**config.mk**
```make
export PLATFORM = sky130hd
export DESIGN_NAME = uart_rx
export DESIGN_NICKNAME = d
export VERILOG_FILES = /design/src/rtl/uart_rx.sv
export SDC_FILE = /design/constraint.sdc
export NUM_CORES = 1
export LEC_CHECK = 0
export CORE_AREA = 2 2 79 81
export CTS_BUF_LIST = sky130_fd_sc_hd__clkbuf_16
export DETAILED_ROUTE_END_ITERATION = 6
export DIE_AREA = 0 0 81 83
export PLACE_DENSITY_LB_ADDON = 0.12
export SLEW_MARGIN = 15
export SYNTH_ARGS = -nofsm -noshare
export SYNTH_HDL_FRONTEND = slang
export SYNTH_SLANG_ARGS = --single-unit
```
**constraint.sdc**
```tcl
create_clock -name i_clk -period 1.9 [get_ports i_clk]
set_input_delay 0.38 -clock i_clk [delete_from_list [all_inputs] [get_ports i_clk]]
set_output_delay 0.38 -clock i_clk [all_outputs]
set_load 0.01 [all_outputs]
```
**src/rtl/uart_rx.sv**
```systemverilog
// 8N1 UART receiver. Each bit is sampled at its midpoint, and every received
// byte is presented with a one-cycle strobe.
module uart_rx #(
  parameter int unsigned CLKS_PER_BIT = 217
) (
  input  logic       i_clk,
  input  logic       i_rst_n,
  input  logic       i_rx,
  output logic [7:0] o_rx_byte,
  output logic       o_rx_byte_rdy,
  output logic       o_rx_busy,
  output logic       o_frame_err
);

  localparam logic [13:0] LAST = 14'(CLKS_PER_BIT - 1);
  localparam logic [13:0] HALF = 14'((CLKS_PER_BIT - 1) / 2);

  typedef enum logic [1:0] {
    IDLE  = 2'd0,
    START = 2'd1,
    DATA  = 2'd2,
    STOP  = 2'd3
  } state_t;

  state_t      state_q, state_d;
  logic [13:0] cnt_q, cnt_d;
  logic [2:0]  bit_idx_q, bit_idx_d;
  logic [7:0]  shift_q, shift_d;
  logic [7:0]  byte_q, byte_d;
  logic        rdy_q, rdy_d;
  logic        err_q, err_d;
  logic        rx_meta_q, rx_s_q;

  // Both synchronizer flops reset to 1, so a reset looks like an idle line.
  always_ff @(posedge i_clk or negedge i_rst_n) begin
    if (!i_rst_n) begin
      rx_meta_q <= 1'b1;
      rx_s_q    <= 1'b1;
    end else begin
      rx_meta_q <= i_rx;
      rx_s_q    <= rx_meta_q;
    end
  end

  always_ff @(posedge i_clk or negedge i_rst_n) begin
    if (!i_rst_n) begin
      state_q   <= IDLE;
      cnt_q     <= '0;
      bit_idx_q <= '0;
      shift_q   <= '0;
      byte_q    <= '0;
      rdy_q     <= 1'b0;
      err_q     <= 1'b0;
    end else begin
      state_q   <= state_d;
      cnt_q     <= cnt_d;
      bit_idx_q <= bit_idx_d;
      shift_q   <= shift_d;
      byte_q    <= byte_d;
      rdy_q     <= rdy_d;
      err_q     <= err_d;
    end
  end

  always_comb begin
    state_d   = state_q;
    cnt_d     = cnt_q;
    bit_idx_d = bit_idx_q;
    shift_d   = shift_q;
    byte_d    = byte_q;
    rdy_d     = 1'b0;
    err_d     = 1'b0;
    unique case (state_q)
      IDLE: begin
        cnt_d     = '0;
        bit_idx_d = '0;
        if (!rx_s_q) state_d = START;
      end
      START: begin
        // A start bit that is already high again at its midpoint is a glitch.
        if (cnt_q == HALF) begin
          cnt_d   = '0;
          state_d = rx_s_q ? IDLE : DATA;
        end else begin
          cnt_d = cnt_q + 14'd1;
        end
      end
      DATA: begin
        if (cnt_q == LAST) begin
          cnt_d              = '0;
          shift_d[bit_idx_q] = rx_s_q;
          if (bit_idx_q == 3'd7) begin
            bit_idx_d = '0;
            state_d   = STOP;
          end else begin
            bit_idx_d = bit_idx_q + 3'd1;
          end
        end else begin
          cnt_d = cnt_q + 14'd1;
        end
      end
      STOP: begin
        // Returning to IDLE at mid stop bit leaves half a bit to catch the next start edge.
        if (cnt_q == LAST) begin
          cnt_d   = '0;
          state_d = IDLE;
          if (rx_s_q) begin
            byte_d = shift_q;
            rdy_d  = 1'b1;
          end else begin
            err_d = 1'b1;
          end
        end else begin
          cnt_d = cnt_q + 14'd1;
        end
      end
      default: state_d = IDLE;
    endcase
  end

  // o_rx_byte_rdy is a valid-only strobe with no ready: o_rx_byte is valid in that
  // cycle and must be taken then, because the next good byte overwrites it.
  assign o_rx_byte     = byte_q;
  assign o_rx_byte_rdy = rdy_q;
  assign o_rx_busy     = (state_q != IDLE);
  assign o_frame_err   = err_q;

endmodule

```
== Yosys cells after proc, flatten, opt, wreduce, memory -nomap -nowiden ==
Index checks and enable logic that the tools add are counted.

* Memory bits (read-only): 0
* Register bits after elaboration: 39
* Bits of input ports: 3
* Logic and storage cells: 55
* RAM bits: 0
* Latch bits: 0
* Memories: 0

* Bitwise gates (word level): 0
* Shift-type cells: 0
* Div/mod/pow operators: 0
* Add/subtract/negate cells: 2
* Multipliers: 0
* Reduce and logical (&&, ||, !) cells: 9
* Order comparisons: 2
* Multiplexer cells: 22
* Equal/unequal tests: 11

{| class="wikitable"
|+ Operators with widths
! cell !! count
|-
| one-hot mux 14 bit (3 select lines) || 1
|-
| two-way mux 14 bit || 2
|-
| adder 14 x 1 -> 14 bit, second input constant || 1
|-
| == test 14 x 7 -> 1 bit, second input constant || 1
|-
| == test 14 x 8 -> 1 bit, second input constant || 1
|-
| two-way mux 2 bit || 6
|-
| != test 2 bit, second input constant || 5
|-
| bitwise mux 8 bit || 1
|-
| one-hot mux 2 bit (4 select lines) || 1
|-
| two-way mux 1 bit || 7
|-
| two-way mux 3 bit || 2
|-
| one-hot mux 3 bit (2 select lines) || 1
|-
| AND reduction 5 bit || 1
|-
| == test 2 bit, second input constant || 2
|-
| less-than comparator 3 x 4 -> 1 bit, second input constant || 1
|-
| AND reduction 2 bit || 2
|-
| nonzero test 2 bit || 2
|-
| adder 3 x 1 -> 3 bit, second input constant || 1
|-
| demux 1 bit (select 3 bit) || 1
|-
| == test 3 bit, second input constant || 1
|-
| >= comparator 3 x 1 -> 1 bit, second input constant || 1
|-
| AND reduction 3 bit || 1
|-
| == test 2 x 1 -> 1 bit, second input constant || 1
|-
| zero test 2 bit || 1
|-
| other kinds (2) || 2
|}

== Longest topological paths before layout ==
* Depth in word-level cells: 5
* Depth in mapped cells: 8
* Gate-level depth less buffers: 6

== Worst setup path before layout ==
OpenSTA, ideal clock, no wires.

* Path kind: flip-flop to flip-flop
* Start point: reg cnt_q[0]
* End point: reg state_q[0]
* Setup time: 139 ps
* Arrival: 1,955 ps
* Cell stages (with the launch flop): 7
* Path slack: -193 ps
* Buffers on the path: 0
* Path through: dfrtp_1 > inv_1 > ha_1 > or4b_4 > o41ai_2 > nor2_1 > or4_1

* Word-level cells in the longest chain between the ends: 3
* Elaborated cells on any way between the ends: 6

{| class="wikitable"
|+ RTL lines
! element !! RTL line !! RTL
|-
| start: declaration || 26 || <nowiki>logic [13:0] cnt_q, cnt_d;</nowiki>
|-
| start signal: assignment || 56 || <nowiki>cnt_q <= cnt_d;</nowiki>
|-
| == test 14 x 8 -> 1 bit / == test 14 x 7 -> 1 bit (equally long branches) || 89, 104, 81 ||
|-
| != test 2 bit (no line) || -- ||
|-
| AND reduction 5 bit (no line) (*) || -- ||
|-
| end signal: assignment || 55 || <nowiki>state_q <= state_d;</nowiki>
|-
| end: declaration || 25 || <nowiki>state_t state_q, state_d;</nowiki>
|}

Mark *: on every way between the ends. The rest lies on a longest branch, timed or not.
A chain may end at the register's enable or synchronous reset.

== Worst setup path after layout ==
* Start point: reg cnt_q[7]
* End point: reg state_q[0]

Same word-level chain as after synthesis.

==> impl_metrics.json <==
{
  "finalWirelength_um": 3839,
  "fin_crit_ns": 1.921,
  "fp.dieH_um": 83,
  "clk_pin_slew_ns": 0.06,
  "violations": "negative setup slack",
  "clock.fmax_ghz": 0.5206,
  "dpl_worst_slack_ns": -0.06044,
  "synth_seq_cells": 39,
  "fin_nets": 198,
  "drv_cap": 0,
  "drtPass1Iterations": 4,
  "synth_edf_count": 0,
  "synth_top_area_share": 0.5034,
  "n_fill_cell": 575,
  "die_w_um": 81,
  "endpoint_kind": "flop",
  "hold_viol": 0,
  "io_pins": 14,
  "ir_drop_mv": 0.4653,
  "gp_congestion": 0.7854,
  "synthCells": 159,
  "ys_top_cells_by_area": "dfrtp_1 50%, mux2_2 10%, nor2_1 3.9%",
  "antenna_found_initial": 0,
  "worst_slack_ns": -0.02093,
  "area_growth_pct": 35.58,
  "synthTopCellsByCount": "37 x dfrtp_1, 19 x nor2_1, 17 x mux2_2, 7 x nand3_1, 6 x xnor2_1",
  "cpLargestDelayFamily": "simple AND/OR/NAND/NOR gates",
  "finalCritPeriodShare": 1.011,
  "worst-path-max-fanout": 2,
  "setup.worst_path.class": "reg2reg",
  "gr-usage-all-layers": 0.1230,
  "p_per_area_nw_per_um2": 772.2,
  "relSlewSlack": 0.7405,
  "clockBufferDepth": 2,
  "drc": 0,
  "grt_pass1_wl_um": 6396,
  "viasPerCell": 4.850,
  "drt-initial-drc-count": 69,
  "floorplan.initialDensity": 0.3163,
  "timing.hold.ws_ns": 0.05919,
  "core_sq_um": 5816,
  "die_area_sq_um": 6723,
  "wl_met1_um": 1864,
  "cts_root_buffer": "clkbuf_16",
  "drive_gt1_frac": 0.3125,
  "arrival_ns": 2.06,
  "cp_cell_sequence": "or4bb_4 -> o41ai_4 -> nor2_1 -> or4_1",
  "rows": 28,
  "setup_viol": 1,
  "status": "complete, but fails checks",
  "rsz0062_at_grt": "yes",
  "required_ns": 2.04,
  "cts-htree-levels": 2,
  "tightestPinTransition_ns": 0.3893,
  "insertion_delay_ns": 0.28,
  "clock-sinks": 39,
  "synth.net_count": 166,
  "ant_nets": 0,
  "hp-class": "in2async",
  "n_antenna_cell": 0,
  "fin_skew_ns": 0.009960,
  "wl_met3_um": 81,
  "yosys_most_used_dff": "dfrtp_1",
  "overflow": 0,
  "yosys.area.top_type": "dfrtp_1",
  "async_flop_share": 1.000,
  "grt_max_degree": 40,
  "ys_warn_count": 0,
  "critPathBufInv": 0,
  "highest_layer": "met4",
  "p_leak_nw": 1.128,
  "drv_slew": 0,
  "avgSynthCellArea_sq_um": 11.57,
  "portBuffers": 13,
  "yosysMostFrequentCell": "dfrtp_1",
  "routedWlPerCell_um": 14.38,
  "slowest_delay_ns": 0.57,
  "slowest_stage": "or4bb_4",
  "yosysSeqAreaShare": 0.5320,
  "cts_buffers": 5,
  "synth.distinct_cells": 40,
  "met2_length_um": 1846,
  "critPathLaunchType": "flop",
  "cts_tree": "done",
  "dp_hpwl_um": 2650,
  "route.vias.total": 1295,
  "grt_pass1_vias": 1294,
  "netlist_area_sq_um": 1839
}
-- final timing paths --
path                                      from                         end  slack [ns]  cells past startpoint
hold reg to reg            rx_meta_q$_DFF_PN1_            rx_s_q$_DFF_PN1_        0.36                      0
setup reg to reg            cnt_q[7]$_DFF_PN0_      state_q[0]$_DFFE_PN0P_       -0.02                      4
min in group i_clk         rx_meta_q$_DFF_PN1_            rx_s_q$_DFF_PN1_        0.36                      0
max in group asynchronous              i_rst_n            rx_s_q$_DFF_PN1_        1.58                      2
hold / removal                         i_rst_n  asynchronous set/reset pin        0.06                      2
setup / recovery            cnt_q[7]$_DFF_PN0_      state_q[0]$_DFFE_PN0P_       -0.02                      4
-- sequential cells by signal, indices dropped and copies added (netlist names), named ones only --
signal and cells:
bit_idx_q 3, cnt_q 14, o_frame_err 1, o_rx_byte 8, o_rx_byte_rdy 1, rx_meta_q 1, rx_s_q 1, shift_q 8
state_q 1
-- cell families after synthesis --
| logic type | after synthesis | share of synthesized area |
|---|---|---|
| buffers and inverters | 13 | 0.03061 |
| and+or+nand+nor | 65 | 0.2109 |
| AOI/OAI and AO/OA | 10 | 0.04285 |
| DFF | 39 | 0.5320 |
| adders and majority gates | 4 | 0.02721 |
| xor gates and xnor gates | 11 | 0.05238 |
| muxes | 17 | 0.1041 |
-- report_power, final --
part / switching (mW) / internal, mW
sequential: 0.00404 / 0.835
clock: 0.315 / 0.747
combinational: 0.0172 / 0.00717
total: 0.336 / 1.59
-- repair_timing --
action,in CTS,in global routing
buffers inserted,1,1
hold buffers,0,0
gates cloned,0,0
hold endpoints to repair,0,0
pin swaps,1,4
resized for setup,5,16
setup endpoints to repair,26,27
-- metrics by stage --
step / instances / total power, mW / cell area, sq um / utilization / setup TNS (ns)
after floorplan: 159 / 0.8531 / 1866 / - / -0.1261
after global placement: 258 / 0.8798 / 2210 / 0.3799 / -0.7971
after detailed placement: 258 / 0.8799 / 2210 / 0.3799 / -0.5786
after CTS: 266 / 1.953 / 2404 / 0.4133 / -0.04211
after global routing: 267 / 1.993 / 2494 / 0.4288 / -0.8851
final: 267 / 1.925 / 2494 / 0.4288 / -0.02093
-- layout make-up --
| type | count | area [sq um] | area share |
|---|---|---|---|
| clock buffer | 5 | 125.1 | 0.05018 |
| clock inverter | 3 | 63.81 | 0.02559 |
| inverter | 5 | 18.77 | 0.007526 |
| multi-input combinational | 107 | 923.4 | 0.3703 |
| sequential | 39 | 978.4 | 0.3924 |
| tap | 75 | 93.84 | 0.03763 |
| timing repair buffer | 33 | 290.3 | 0.1164 |
-- per-layer routing --
| layer | GRT usage | up-vias |
|---|---|---|
| li1 | - | 635 |
| met1 | 0.1711 | 643 |
| met2 | 0.1833 | 12 |
| met3 | 0.03043 | 5 |
| met4 | 0.04622 | 0 |
| met5 | 0 | - |
-- cell usage in the layout, fill, tap and decap left out, types with 3 or more instances in the layout --
cell type / count
and4_1: 3
buf_4: 18
clkbuf_16: 5
clkdlybuf4s50_1: 11
dfrtp_1: 37
ha_1: 3
inv_1: 6
mux2_2: 9
mux2_4: 8
nand2_1: 5
nand3_1: 7
nand4_1: 4
nor2_1: 19
nor4b_4: 3
xnor2_1: 6
xor2_1: 5
Note: power is estimated with default switching activity, not from simulation.
